## src/rtl/ro_meas_ctrl.sv

```systemverilog
// Ring-oscillator aging monitor: runs a reference and a stressed RO, counts their edges
// over a fixed clk window and reports both counts and their signed difference.
module ro_meas_ctrl #(
  parameter int SETTLE_CYCLES = 16,
  parameter int WINDOW_CYCLES = 1024,
  parameter int CNT_W         = 16
) (
  input  logic             clk,
  input  logic             rst,
  input  logic             start,
  input  logic             stress_en,
  input  logic             ro_out_ref,
  input  logic             ro_out_str,
  output logic             en_ro_ref,
  output logic             en_ro_str,
  output logic             busy,
  output logic             done,
  output logic [CNT_W-1:0] count_ref,
  output logic [CNT_W-1:0] count_str,
  output logic [CNT_W:0]   delta
);

  typedef enum logic [2:0] {
    IDLE,
    SETTLE,
    MEASURE,
    DRAIN,
    DONE
  } state_t;

  localparam int DRAIN_CYCLES = 3;
  localparam int MAX_SW       = (SETTLE_CYCLES > WINDOW_CYCLES) ? SETTLE_CYCLES : WINDOW_CYCLES;
  localparam int MAX_DUR      = (MAX_SW > DRAIN_CYCLES) ? MAX_SW : DRAIN_CYCLES;
  localparam int TMR_W        = $clog2(MAX_DUR);

  localparam logic [TMR_W-1:0] SETTLE_LAST = TMR_W'(SETTLE_CYCLES - 1);
  localparam logic [TMR_W-1:0] WINDOW_LAST = TMR_W'(WINDOW_CYCLES - 1);
  localparam logic [TMR_W-1:0] DRAIN_LAST  = TMR_W'(DRAIN_CYCLES - 1);

  state_t             state;
  state_t             state_nxt;
  logic [TMR_W-1:0]   timer;
  logic               timer_clr;
  logic               accept;
  logic               capture;

  logic [2:0]         sync_ref;
  logic [2:0]         sync_str;
  logic               edge_ref;
  logic               edge_str;
  logic               counting;

  // ---------------------------------------------------------------------------
  // Sequencer: one shared timer measures the length of every timed state.
  // ---------------------------------------------------------------------------
  always_comb begin
    // NOTE: every signal driven here gets a default first, so no branch can infer a latch.
    state_nxt = state;
    timer_clr = 1'b0;
    accept    = 1'b0;
    capture   = 1'b0;
    busy      = 1'b1;
    done      = 1'b0;
    en_ro_ref = 1'b0;
    en_ro_str = 1'b0;

    unique case (state)
      IDLE: begin
        busy      = 1'b0;
        en_ro_str = stress_en & ~rst;
        if (start) begin
          state_nxt = SETTLE;
          timer_clr = 1'b1;
          accept    = 1'b1;
        end
      end
      SETTLE: begin
        en_ro_ref = 1'b1;
        en_ro_str = 1'b1;
        if (timer == SETTLE_LAST) begin
          state_nxt = MEASURE;
          timer_clr = 1'b1;
        end
      end
      MEASURE: begin
        en_ro_ref = 1'b1;
        en_ro_str = 1'b1;
        if (timer == WINDOW_LAST) begin
          state_nxt = DRAIN;
          timer_clr = 1'b1;
        end
      end
      DRAIN: begin
        if (timer == DRAIN_LAST) begin
          state_nxt = DONE;
          timer_clr = 1'b1;
          capture   = 1'b1;
        end
      end
      DONE: begin
        done      = 1'b1;
        state_nxt = IDLE;
        timer_clr = 1'b1;
      end
      default: begin
        state_nxt = IDLE;
        timer_clr = 1'b1;
      end
    endcase
  end

  always_ff @(posedge clk or posedge rst) begin
    // NOTE: all sequential state uses non-blocking assignments so every flop samples pre-edge values.
    if (rst) begin
      state <= IDLE;
      timer <= '0;
    end else begin
      state <= state_nxt;
      if (timer_clr || state == IDLE) begin
        timer <= '0;
      end else begin
        timer <= timer + TMR_W'(1);
      end
    end
  end

  // ---------------------------------------------------------------------------
  // RO capture: 2-flop synchronizer plus a third flop for rising-edge detect.
  // ---------------------------------------------------------------------------
  always_ff @(posedge clk or posedge rst) begin
    // NOTE: the synchronizer is reset as well, so a stale level cannot look like an edge after reset.
    if (rst) begin
      sync_ref <= '0;
      sync_str <= '0;
    end else begin
      sync_ref <= {sync_ref[1:0], ro_out_ref};
      sync_str <= {sync_str[1:0], ro_out_str};
    end
  end

  assign edge_ref = sync_ref[1] & ~sync_ref[2];
  assign edge_str = sync_str[1] & ~sync_str[2];

  // Only edges that emerge while the window is open are counted; late ones are dropped.
  assign counting = (state == MEASURE);

  // ---------------------------------------------------------------------------
  // Saturating counters and the difference captured on entry to DONE.
  // ---------------------------------------------------------------------------
  always_ff @(posedge clk or posedge rst) begin
    if (rst) begin
      count_ref <= '0;
      count_str <= '0;
      delta     <= '0;
    end else if (accept) begin
      count_ref <= '0;
      count_str <= '0;
      delta     <= '0;
    end else begin
      if (counting && edge_ref && count_ref != '1) begin
        count_ref <= count_ref + CNT_W'(1);
      end
      if (counting && edge_str && count_str != '1) begin
        count_str <= count_str + CNT_W'(1);
      end
      if (capture) begin
        delta <= {1'b0, count_ref} - {1'b0, count_str};
      end
    end
  end

endmodule

```

## config.mk

```make
export PLATFORM = sky130hd
export DESIGN_NAME = ro_meas_ctrl
export DESIGN_NICKNAME = d
export VERILOG_FILES = /design/src/rtl/ro_meas_ctrl.sv
export SDC_FILE = /design/constraint.sdc
export NUM_CORES = 1
export LEC_CHECK = 0
export ABC_AREA = 1
export CORE_MARGIN = 5
export CORE_UTILIZATION = 25
export CTS_CLUSTER_SIZE = 28
export DETAILED_ROUTE_END_ITERATION = 16
export HOLD_SLACK_MARGIN = 0.1
export PLACE_DENSITY = 0.48
export SLEW_MARGIN = 20
export SYNTH_ARGS = -nofsm -noshare
export SYNTH_HDL_FRONTEND = slang
export SYNTH_SLANG_ARGS = --single-unit
```

## constraint.sdc

```tcl
create_clock -name clk -period 2.65 [get_ports clk]
set_clock_uncertainty 0.1 [all_clocks]
set_input_delay 0.3975 -clock clk [delete_from_list [all_inputs] [get_ports clk]]
set_output_delay 0.3975 -clock clk [all_outputs]
set_load 0.005 [all_outputs]
```

==> results of run 1 <==
==> final timing paths <==
check                         endpoint  slack (ns)  depth (start not counted)         start
hold / removal             sync_ref[1]        0.24                          0   sync_ref[0]
max in group asynchronous    delta[13]        1.26                          3           rst
setup / recovery             en_ro_str        0.30                          5      state[2]
setup reg to reg             delta[16]        0.52                         11  count_ref[0]
min in group asynchronous  sync_ref[1]        0.62                          3           rst
hold reg to reg            sync_ref[1]        0.24                          0   sync_ref[0]
==> worst reg2reg max path: stages (launching register included) <==
cell and delay [ns]:
dfrtp_1 0.45, inv_1 0.15, ha_1 0.24, fa_1 0.41
inv_1 0.10, nand3_1 0.07, nand3_1 0.13, nand2_1 0.07
nand3_1 0.11, nand3_1 0.08, nand2_1 0.08, nand2_1 0.05
==> power groups by stage <==
| stage | Clock, W | Combinational, W | Sequential (W) |
|---|---|---|---|
| 2_1_floorplan | 0 | 0.00165 | 0.00150 |
| 3_3_place_gp | 0 | 0.00247 | 0.00157 |
| 3_5_place_dp | 0 | 0.00248 | 0.00157 |
| 4_1_cts | 0.00136 | 0.00249 | 0.00155 |
| 5_1_grt | 0.00141 | 0.00284 | 0.00159 |
| 6_report | 0.00133 | 0.00244 | 0.00154 |
==> kinds of logic after synthesis <==
logic type,Yosys count
AO/OA/AOI/OAI,55
XOR/XNOR,21
adder cells (fa/ha/maj),22
buffers and inverters,89
flip-flops,68
AND/OR/NAND/NOR,394
==> layout make-up <==
| type | count | area, um2 | area share |
|---|---|---|---|
| Clock inverter | 6 | 86.33 | 0.01512 |
| Multi-Input combinational cell | 492 | 2465 | 0.4318 |
| Clock buffer | 10 | 239.0 | 0.04187 |
| Inverter | 80 | 304.0 | 0.05327 |
| Tap cell | 229 | 286.5 | 0.05020 |
| Timing Repair Buffer | 64 | 625.6 | 0.1096 |
| Sequential cell | 68 | 1702 | 0.2981 |
==> Yosys cell counts <==
master,n
a21oi_1,8
a21oi_2,1
a21oi_4,1
a31o_2,3
buf_2,1
buf_4,3
buf_6,3
clkbuf_1,2
clkinv_1,1
dfrtp_1,68
fa_1,1
ha_1,21
inv_1,74
inv_2,5
nand2_1,225
nand2_2,2
nand3_1,62
nand3_2,2
nand3b_1,5
nand4_1,10
nor2_1,64
nor2_2,3
nor2_4,2
nor2_8,1
nor3_1,11
nor3b_2,1
o21ai_0,23
o21ai_1,18
o21bai_1,1
or2_2,6
xnor2_1,7
xor2_1,14
==> state kept, by name, summed over array words and instances, names as in the netlist <==
register	cells
count_ref	16
count_str	16
delta	17
state	3
sync_ref	3
sync_str	3
timer	10
==> metrics by stage <==
stage                     instance area, um2  worst slack [ns]  total power (W)
after floorplan                         4539            0.3095         0.003147
after CTS                               5708            0.2775         0.005400
after detailed placement                5383            0.4755         0.004048
after global routing                    5708            0.1625         0.005837
final                                   5708            0.2951         0.005317
after global placement                  5383            0.4819         0.004040
==> placed cells by master, fill, tap and decap left out, types with 7 or more instances in the layout <==
master,instances
xor2_1,14
o21ai_1,18
nor2_1,64
a21oi_1,8
clkdlybuf4s50_1,58
clkbuf_16,9
inv_1,73
dfrtp_1,68
nand4_1,10
xnor2_1,7
nor3_1,11
nand2_1,225
o21ai_0,23
ha_1,21
nand3_1,62
==> per-layer routing <==
| metal | wire length, um | track usage |
|---|---|---|
| met1 | 6660 | 0.1844 |
| met5 | 0 | 0 |
| met4 | 280 | 0.05498 |
| met3 | 292 | 0.02300 |
| met2 | 5657 | 0.2021 |
==> summary.md, run 1 <==
| Metric | Value |
|---|---|
| Fin crit share | 0.8886 |
| Fmax | 424.7 MHz |
| Post-CTS setup buffer count | 0 |
| Synth Area in Adders | 0.06234 |
| Clock transition at path regs | 0.06 ns |
| Die height | 144.7 um |
| Clk pwr share | 0.250 |
| Core Rows | 49 |
| WL/cell | 13.58 um |
| Antenna violations before repair | 0 |
| Maxcap violations | 0 |
| Worst-path maximum fanout | 4 |
| Synth Area in Compound Gates | 0.06703 |
| Rel. slew slack | 0.4097 |
| Final setup viols | 0 |
| Xor and xnor area share after synthesis | 0.04055 |
| Synth warnings | 0 |
| Post-DRT Antenna Nets | 0 |
| Syn_nets | 677 |
| CP Launch Type | register |
| Fin Hold WS | 0.2396 ns |
| Sw Share | 0.4020 |
| Ant diodes | 0 |
| Worst-path cell chain | inv_1 -> nand2_1 -> o21ai_0 -> a31o_2 -> clkdlybuf4s50_1 |
| H-tree Lvls | 3 |
| Sequential fraction of the synthesis area | 0.3752 |
| Critical path capture point type | output port |
| Max-slew violation count | 0 |
| Post-synth top area share | 0.3752 |
| DP Wirelength | 9934 um |
| Int Pwr | 0.003180 W |
| Area leader, netlist | dfrtp_1 |
| Latest clock arrival within the worst-skew pair | 0.35 ns |
| Worst Hold Class | register to register |
| Flop pwr share | 0.290 |
| TritonCTS clock tree | done |
| Pwr Density | 931.5 nW/um2 |
| Placed instance count | 933 |
| CTS Buf Count | 9 |
| Final net count | 743 |
| Synth area leaders | dfrtp_1 (38%), nand2_1 (19%), nand3_1 (6.8%) |
| Final Non-Filler Cells | 949 |
| Area Growth Syn to Fin | 25.85% |
| Leak Pwr | 2.666 nW |
| Vias | 4111 |
| Worst-Margin Slew | 0.8855 ns |
| GRT Resource Usage Total | 0.1321 |
| Combinational share of power | 0.460 |
| Clock root cell | clkbuf_16 |
| Peak supply drop | 368.1 uV |
| Clock sinks | 68 |
| Initial DRC count | 283 |
| Slowest cell on crit path | clkdlybuf4s50_1 |
| Status | completed |
| Clk buf depth | 2 |
| DRT Wirelength | 12890 um |
| IO Pins | 59 |
| Synth Area in Simple Gates | 0.3735 |
| Max incr delay on CP | 0.49 ns |
| Setup total negative slack | 0 ns |
| Post-CTS resize count | 0 |
| CP arrival | 1.86 ns |
| Post-synthesis mux area share | 0 |
| CTS Hold Bufs | 0 |
| CP bufs+invs | 2 |
| Synthesis-stage register bit count | 68 |
| Via density | 4.332 |
| Final worst path period need | 2.355 ns |
| Die ar. | 20940 um2 |
| Crit Path Category | register to output port |
| Residual DRC count | 0 |
| Syn Inst Count | 649 |
| PortBufs | 58 |
| Fraction of layout cells with a size suffix above 1 | 0.06944 |
| NetSw | 0.002138 W |
| Cell area after synthesis | 4536 um2 |
| Number of global-route vias before repair | 4099 |
| Crit path max-delay family | buffers and inverters |
| Syn Area/Cell | 6.989 um2 |
| Initial Util | 0.2534 |
| Pin count of the biggest net entering global routing | 69 |
| Drt first pass iters | 4 |
| Fillers | 1949 |
| GPL Wtd Cong | 0.8114 |
| Global-route wire length before repair | 21450 um |
| Largest family of logic cells by synthesized area | simple AND/OR/NAND/NOR gates |
| Synth cell types | 32 |
| Final Hold Vio Count | 0 |
| Core area | 17900 um2 |
| GRT overflow | 0 |
| RSZ-0062 raised after global routing | false |
| Data required, critical path | 2.15 ns |
| DIE WIDTH | 144.7 um |
| Final core utilization | 0.3188 |
No activity file was read; power rests on OpenSTA's default activity.
==> run 2, diff against run 1 <==
--- a/config.mk
+++ b/config.mk
@@ -6,12 +6,14 @@
 export NUM_CORES = 1
 export LEC_CHECK = 0
 export ABC_AREA = 1
+export CELL_PAD_IN_SITES_DETAIL_PLACEMENT = 1
+export CELL_PAD_IN_SITES_GLOBAL_PLACEMENT = 2
 export CORE_MARGIN = 5
 export CORE_UTILIZATION = 25
 export CTS_CLUSTER_SIZE = 28
 export DETAILED_ROUTE_END_ITERATION = 16
 export HOLD_SLACK_MARGIN = 0.1
-export PLACE_DENSITY = 0.48
+export PLACE_DENSITY = 0.73
 export SLEW_MARGIN = 20
 export SYNTH_ARGS = -nofsm -noshare
 export SYNTH_HDL_FRONTEND = slang
==> run 2 against run 1 <==
  * Largest cell class unchanged
  * Combinational power is 6% higher
  * Worst hold slack improved by 0.015 ns
  * Global-route usage grew 2.0 points
  * Core utilization up 0.056 points
==> summary.md, run 2 (synthesis gave the netlist of run 1 again) <==
| Metric | Value |
|---|---|
| Status | completed (unchanged) |
| RSZ-0062 raised after global routing | false (unchanged) |
| Fin crit share | 0.8900 (was 0.8886) |
| Pwr Density | 939.1 nW/um2 (was 931.5 nW/um2) |
| Core Rows | 49 (unchanged) |
| Final setup viols | 0 (unchanged) |
| Via density | 4.589 (was 4.332) |
| Most common cell after layout, fill and taps aside | nand2_1 (unchanged) |
| Antenna violations before repair | 0 (unchanged) |
| Fmax | 424.0 MHz (was 424.7 MHz) |
| GPL Wtd Cong | 0.8462 (was 0.8114) |
| GRT Resource Usage Total | 0.1517 (was 0.1321) |
| Regs by FF count | delta (17), count_ref (16), count_str (16) (unchanged) |
| Crit Path Category | register to output port (unchanged) |
| Max-slew violation count | 0 (unchanged) |
| Rel. slew slack | 0.3984 (was 0.4097) |
| Clock transition at path regs | 0.06 ns (about the same) |
| Initial Util | 0.2534 (unchanged) |
| H-tree Lvls | 3 (unchanged) |
| Most frequent cells in the layout | nand2_1 (225), inv_1 (73), dfrtp_1 (68) (unchanged) |
| Fraction of layout cells with a size suffix above 1 | 0.07459 (was 0.06944) |
| Largest Register | delta (unchanged) |
| Reg-to-reg setup timing slack | 0.49 ns (was 0.52 ns) |
| Setup total negative slack | 0 ns (unchanged) |
| Leak Pwr | 2.672 nW (was 2.666 nW) |
| Vias | 4373 (was 4111) |
| CTS Buf Count | 9 (unchanged) |
| Post-CTS setup buffer count | 0 (unchanged) |
| Pin count of the biggest net entering global routing | 69 (unchanged) |
| Post-CTS resize count | 0 (unchanged) |
| Max FFs per register | 17 (unchanged) |
| TritonCTS clock tree | done (unchanged) |
| DRT Wirelength | 14610 um (was 12890 um) |
| Final net count | 747 (was 743) |
| Final Hold Vio Count | 0 (unchanged) |
| Clock sinks | 68 (unchanged) |
| Placed Area | 5413 um2 (was 5383 um2) |
| Finished Cell Area | 5718 um2 (was 5708 um2) |
| Drt first pass iters | 4 (unchanged) |
| Latest clock arrival within the worst-skew pair | 0.35 ns (about the same) |
| Ant diodes | 0 (unchanged) |
| Core area | 17900 um2 (unchanged) |
| Fillers | 2234 (was 1949) |
| Data required, critical path | 2.15 ns (about the same) |
| GRT overflow | 0 (unchanged) |
| Initial DRC count | 172 (was 283) |
| Worst-path maximum fanout | 4 (unchanged) |
| DIE WIDTH | 144.7 um (unchanged) |
| DP Wirelength | 11410 um (was 9934 um) |
| Worst-Margin Slew | 0.9024 ns (was 0.8855 ns) |
| Critical path capture point type | output port (unchanged) |
| PortBufs | 58 (unchanged) |
| CP Launch Type | register (unchanged) |
| Number of global-route vias before repair | 4719 (was 4099) |
| WL/cell | 15.33 um (was 13.58 um) |
| Final core utilization | 0.3194 (was 0.3188) |
| Final worst path period need | 2.359 ns (was 2.355 ns) |
| Worst Hold Class | register to register (unchanged) |
| Area Growth Syn to Fin | 26.07% (was 25.85%) |
| Die ar. | 20940 um2 (unchanged) |
| Clk buf depth | 2 (unchanged) |
| Post-DRT Antenna Nets | 0 (unchanged) |
| Clock root cell | clkbuf_16 (unchanged) |
| Residual DRC count | 0 (unchanged) |
| IO Pins | 59 (unchanged) |
| Global-route wire length before repair | 24800 um (was 21450 um) |
| CP arrival | 1.86 ns (about the same) |
| Maxcap violations | 0 (unchanged) |
| Peak supply drop | 329.2 uV (was 368.1 uV) |
| CTS Hold Bufs | 0 (unchanged) |
| Die height | 144.7 um (unchanged) |
==> run 2: worst paths after layout <==
check | cells after the start | end | from
setup / recovery | 5 | en_ro_str | state[2]
hold / removal | 0 | sync_ref[1] | sync_ref[0]
setup reg to reg | 11 | delta[16] | count_ref[0]
hold reg to reg | 0 | sync_ref[1] | sync_ref[0]
max in group asynchronous | 3 | count_str[14] | rst
min in group asynchronous | 3 | timer[5] | rst
==> run 2: power breakdown <==
part | internal, W | switching, W | total (W)
Combinational | 0.00109 | 0.00149 | 0.00258
Sequential | 0.00127 | 0.000252 | 0.00152
Clock | 0.000742 | 0.000525 | 0.00127
Total | 0.00310 | 0.00227 | 0.00537
==> run 2: area by class of cell <==
| type | instances | area, um2 | area share |
|---|---|---|---|
| sequential | 68 | 1702 | 0.2976 |
| tap | 229 | 286.5 | 0.05011 |
| timing repair buffer | 68 | 655.6 | 0.1147 |
| clock buffer | 9 | 225.2 | 0.03939 |
| multi-input combinational | 492 | 2465 | 0.4311 |
| clock inverter | 7 | 80.08 | 0.01400 |
| inverter | 80 | 304.0 | 0.05317 |
==> run 2: per-layer routing <==
metal  global-route usage  vias to the layer above  wire length [um]
met5                    0                        -                 0
met4              0.04467                        0               161
met3              0.02498                       12               508
met2               0.2475                       55              6793
met1               0.2077                     2108              7146
li1                     -                     2198                 -
==> run 2: stage by stage <==
stage	setup slack (ns)	cells	total power, W	hold slack, ns
finish	0.2914	953	0.005370	0.2545
detailed placement	0.4510	937	0.004177	0.2371
floorplan	0.3095	649	0.003147	0.2312
global route	0.1653	953	0.005922	0.2672
CTS	0.2554	953	0.005487	0.2594
global placement	0.4517	937	0.004095	0.2538
==> run 2: critical path, stage by stage, from the launching register on <==
cell,delay (ns)
dfrtp_1,0.40
inv_1,0.12
nand2_1,0.11
o21ai_0,0.25
a31o_2,0.15
clkdlybuf4s50_1,0.49
==> run 3, diff against run 2 <==
--- a/config.mk
+++ b/config.mk
@@ -13,7 +13,7 @@
 export CTS_CLUSTER_SIZE = 28
 export DETAILED_ROUTE_END_ITERATION = 16
 export HOLD_SLACK_MARGIN = 0.1
-export PLACE_DENSITY = 0.73
+export PLACE_DENSITY = 0.79
 export SLEW_MARGIN = 20
 export SYNTH_ARGS = -nofsm -noshare
 export SYNTH_HDL_FRONTEND = slang
==> run 3 against run 2 <==
  * First-iteration DRC count rose by 39%
  * Critical endpoint unchanged
  * Register-to-register slack worse by 0.09 ns
  * Final area is 0.35% higher
  * Clock power about the same
  * Sequential cell count is the same
  * Largest power group unchanged
  * Critical path depth unchanged
  * Non-clock buffer count is 2 higher
  * Wire length is 1.5% lower
==> summary.md, run 3 (synthesis gave the netlist of run 1 again) <==
| Metric | Value |
|---|---|
| Most frequent cells in the layout | nand2_1 (225), inv_1 (73), dfrtp_1 (68) (unchanged) |
| GPL Wtd Cong | 0.8277 (was 0.8462) |
| Die ar. | 20940 um2 (unchanged) |
| TritonCTS clock tree | done (unchanged) |
| Maxcap violations | 0 (unchanged) |
| RSZ-0062 raised after global routing | false (unchanged) |
| NetSw | 0.002216 W (was 0.002271 W) |
| Initial Util | 0.2534 (unchanged) |
| Drt first pass iters | 4 (unchanged) |
| Final Hold Vio Count | 0 (unchanged) |
| CTS Buf Count | 9 (unchanged) |
| Reg-to-reg setup timing slack | 0.40 ns (was 0.49 ns) |
| Worst-path maximum fanout | 4 (unchanged) |
| Number of global-route vias before repair | 4690 (was 4719) |
| IO Pins | 59 (unchanged) |
| Die height | 144.7 um (unchanged) |
| Hold Crit Depth | 0 (unchanged) |
| H-tree Lvls | 3 (unchanged) |
| Regs by FF count | delta (17), count_ref (16), count_str (16) (unchanged) |
| Status | completed (unchanged) |
| Hold path startpoint | sync_str[0] (was sync_ref[0]) |
| Placed instance count | 939 (was 937) |
| Worst-path cell chain | inv_1 -> nand2_1 -> o21ai_0 -> a31o_2 -> clkdlybuf4s50_1 (unchanged) |
| Clock root cell | clkbuf_16 (unchanged) |
| Clk buf depth | 2 (unchanged) |
| Vias | 4377 (was 4373) |
| Fin crit share | 0.8886 (was 0.8900) |
| Most common cell after layout, fill and taps aside | nand2_1 (unchanged) |
| Worst-Margin Slew | 0.9168 ns (was 0.9024 ns) |
| Pwr Density | 928.3 nW/um2 (was 939.1 nW/um2) |
| Worst r2r src | count_ref[0] (unchanged) |
| Sw Share | 0.4160 (was 0.4228) |
| Pin count of the biggest net entering global routing | 69 (unchanged) |
| Rel. slew slack | 0.3888 (was 0.3984) |
| Residual DRC count | 0 (unchanged) |
| Total power | 0.005326 W (was 0.005370 W) |
| Crit Path Category | register to output port (unchanged) |
| Post-CTS setup buffer count | 0 (unchanged) |
| Flop pwr share | 0.287 (was 0.283) |
| Leak Pwr | 2.685 nW (was 2.672 nW) |
| Post-CTS resize count | 0 (unchanged) |
| Post-DRT Antenna Nets | 0 (unchanged) |
| Placed Area | 5428 um2 (was 5413 um2) |
| GRT Resource Usage Total | 0.1459 (was 0.1517) |
| Final net count | 749 (was 747) |
| Antenna violations before repair | 0 (unchanged) |
| GRT overflow | 0 (unchanged) |
| Int Pwr | 0.003110 W (was 0.003099 W) |
| Area Growth Syn to Fin | 26.51% (was 26.07%) |
| Data required, critical path | 2.15 ns (about the same) |
| Clk pwr share | 0.236 (about the same) |
| CTS Hold Bufs | 0 (unchanged) |
| Max-slew violation count | 0 (unchanged) |
| Max incr delay on CP | 0.50 ns (was 0.49 ns) |
| Clock transition at path regs | 0.06 ns (about the same) |
| Peak supply drop | 363.8 uV (was 329.2 uV) |
| Ant diodes | 0 (unchanged) |
| DP Wirelength | 11250 um (was 11410 um) |
| Worst Reg2Reg Path Length in Cells | 11 (unchanged) |
| Latest clock arrival within the worst-skew pair | 0.35 ns (about the same) |
| Final worst path period need | 2.355 ns (was 2.359 ns) |
| Fmax | 424.7 MHz (was 424.0 MHz) |
| RR Endpoint | delta[16] (unchanged) |
| WHS Endpoint | sync_str[1] (was sync_ref[1]) |
| Combinational share of power | 0.478 (was 0.481) |
| Slowest cell on crit path | clkdlybuf4s50_1 (unchanged) |
| Setup total negative slack | 0 ns (unchanged) |
| Initial DRC count | 239 (was 172) |
| Fraction of layout cells with a size suffix above 1 | 0.07713 (was 0.07459) |
| CP Launch Type | register (unchanged) |
| DRT Wirelength | 14400 um (was 14610 um) |
| Core Rows | 49 (unchanged) |
| Via density | 4.583 (was 4.589) |
| Clock sinks | 68 (unchanged) |
| Final setup viols | 0 (unchanged) |
| Worst Hold Class | register to register (unchanged) |
| Max FFs per register | 17 (unchanged) |
| Largest Register | delta (unchanged) |
| PortBufs | 58 (unchanged) |
| CP arrival | 1.86 ns (about the same) |
| Core area | 17900 um2 (unchanged) |
| Critical path capture point type | output port (unchanged) |
| Final Non-Filler Cells | 955 (was 953) |
| WL/cell | 15.08 um (was 15.33 um) |
| Global-route wire length before repair | 24120 um (was 24800 um) |
| DIE WIDTH | 144.7 um (unchanged) |
| Finished Cell Area | 5738 um2 (was 5718 um2) |
[run 3: cell count changes in the layout (fill, tap and decap cells not counted)]
| cell | delta |
|---|---|
| clkinv_4 | +2 |
| inv_6 | -3 |
| buf_4 | +2 |
| clkbuf_8 | +1 |
[run 3: cell type report]
class / count / area, um2
multi-input combinational: 492 / 2465
fill: 2224 / 12160
sequential: 68 / 1702
tap: 229 / 286.5
clock buffer: 10 / 239.0
clock inverter: 6 / 71.32
inverter: 80 / 304.0
timing repair buffer: 70 / 670.6
[run 3: worst max path at each step]
stage,startpoint,endpoint,slack (ns),depth (start not counted)
2_1_floorplan,rst,en_ro_str,0.31,2
3_3_place_gp,count_ref[0],delta[16],0.44,11
3_5_place_dp,count_ref[0],delta[16],0.41,11
4_1_cts,state[2],en_ro_str,0.24,5
5_1_grt,count_ref[0],delta[12],0.17,11
6_report,state[2],en_ro_str,0.30,5
[run 3: per-layer routing]
layer | part of all wire | vias to the layer above | GRT usage
li1 | - | 2210 | -
met1 | 0.48 | 2091 | 0.1909
met2 | 0.48 | 58 | 0.2470
met3 | 0.030 | 18 | 0.02070
met4 | 0.018 | 0 | 0.05106
met5 | 0 | - | 0
[run 3: worst max-delay path, delay by kind of cell, from the launching register on]
family,cells,cell delay [ns]
compound gates,2,0.41
simple gates,1,0.12
buf+inv,2,0.61
flops,1,0.39
[run 3: power groups by stage]
stage               combinational (W)  sequential [W]  clock (W)
CTS                           0.00261         0.00153    0.00129
finish                        0.00254         0.00153    0.00126
global route                  0.00294         0.00156    0.00133
floorplan                     0.00165         0.00150          0
global placement              0.00252         0.00154          0
detailed placement            0.00259         0.00155          0
[run 3: metrics by stage]
stage / util / hold WS (ns) / setup slack (ns)
2_1_floorplan: - / 0.2312 / 0.3095
3_5_place_dp: 0.3032 / 0.2386 / 0.4104
4_1_cts: 0.3205 / 0.2527 / 0.2396
3_3_place_gp: 0.3032 / 0.2333 / 0.4373
5_1_grt: 0.3205 / 0.2616 / 0.1699
6_report: 0.3205 / 0.2524 / 0.2953
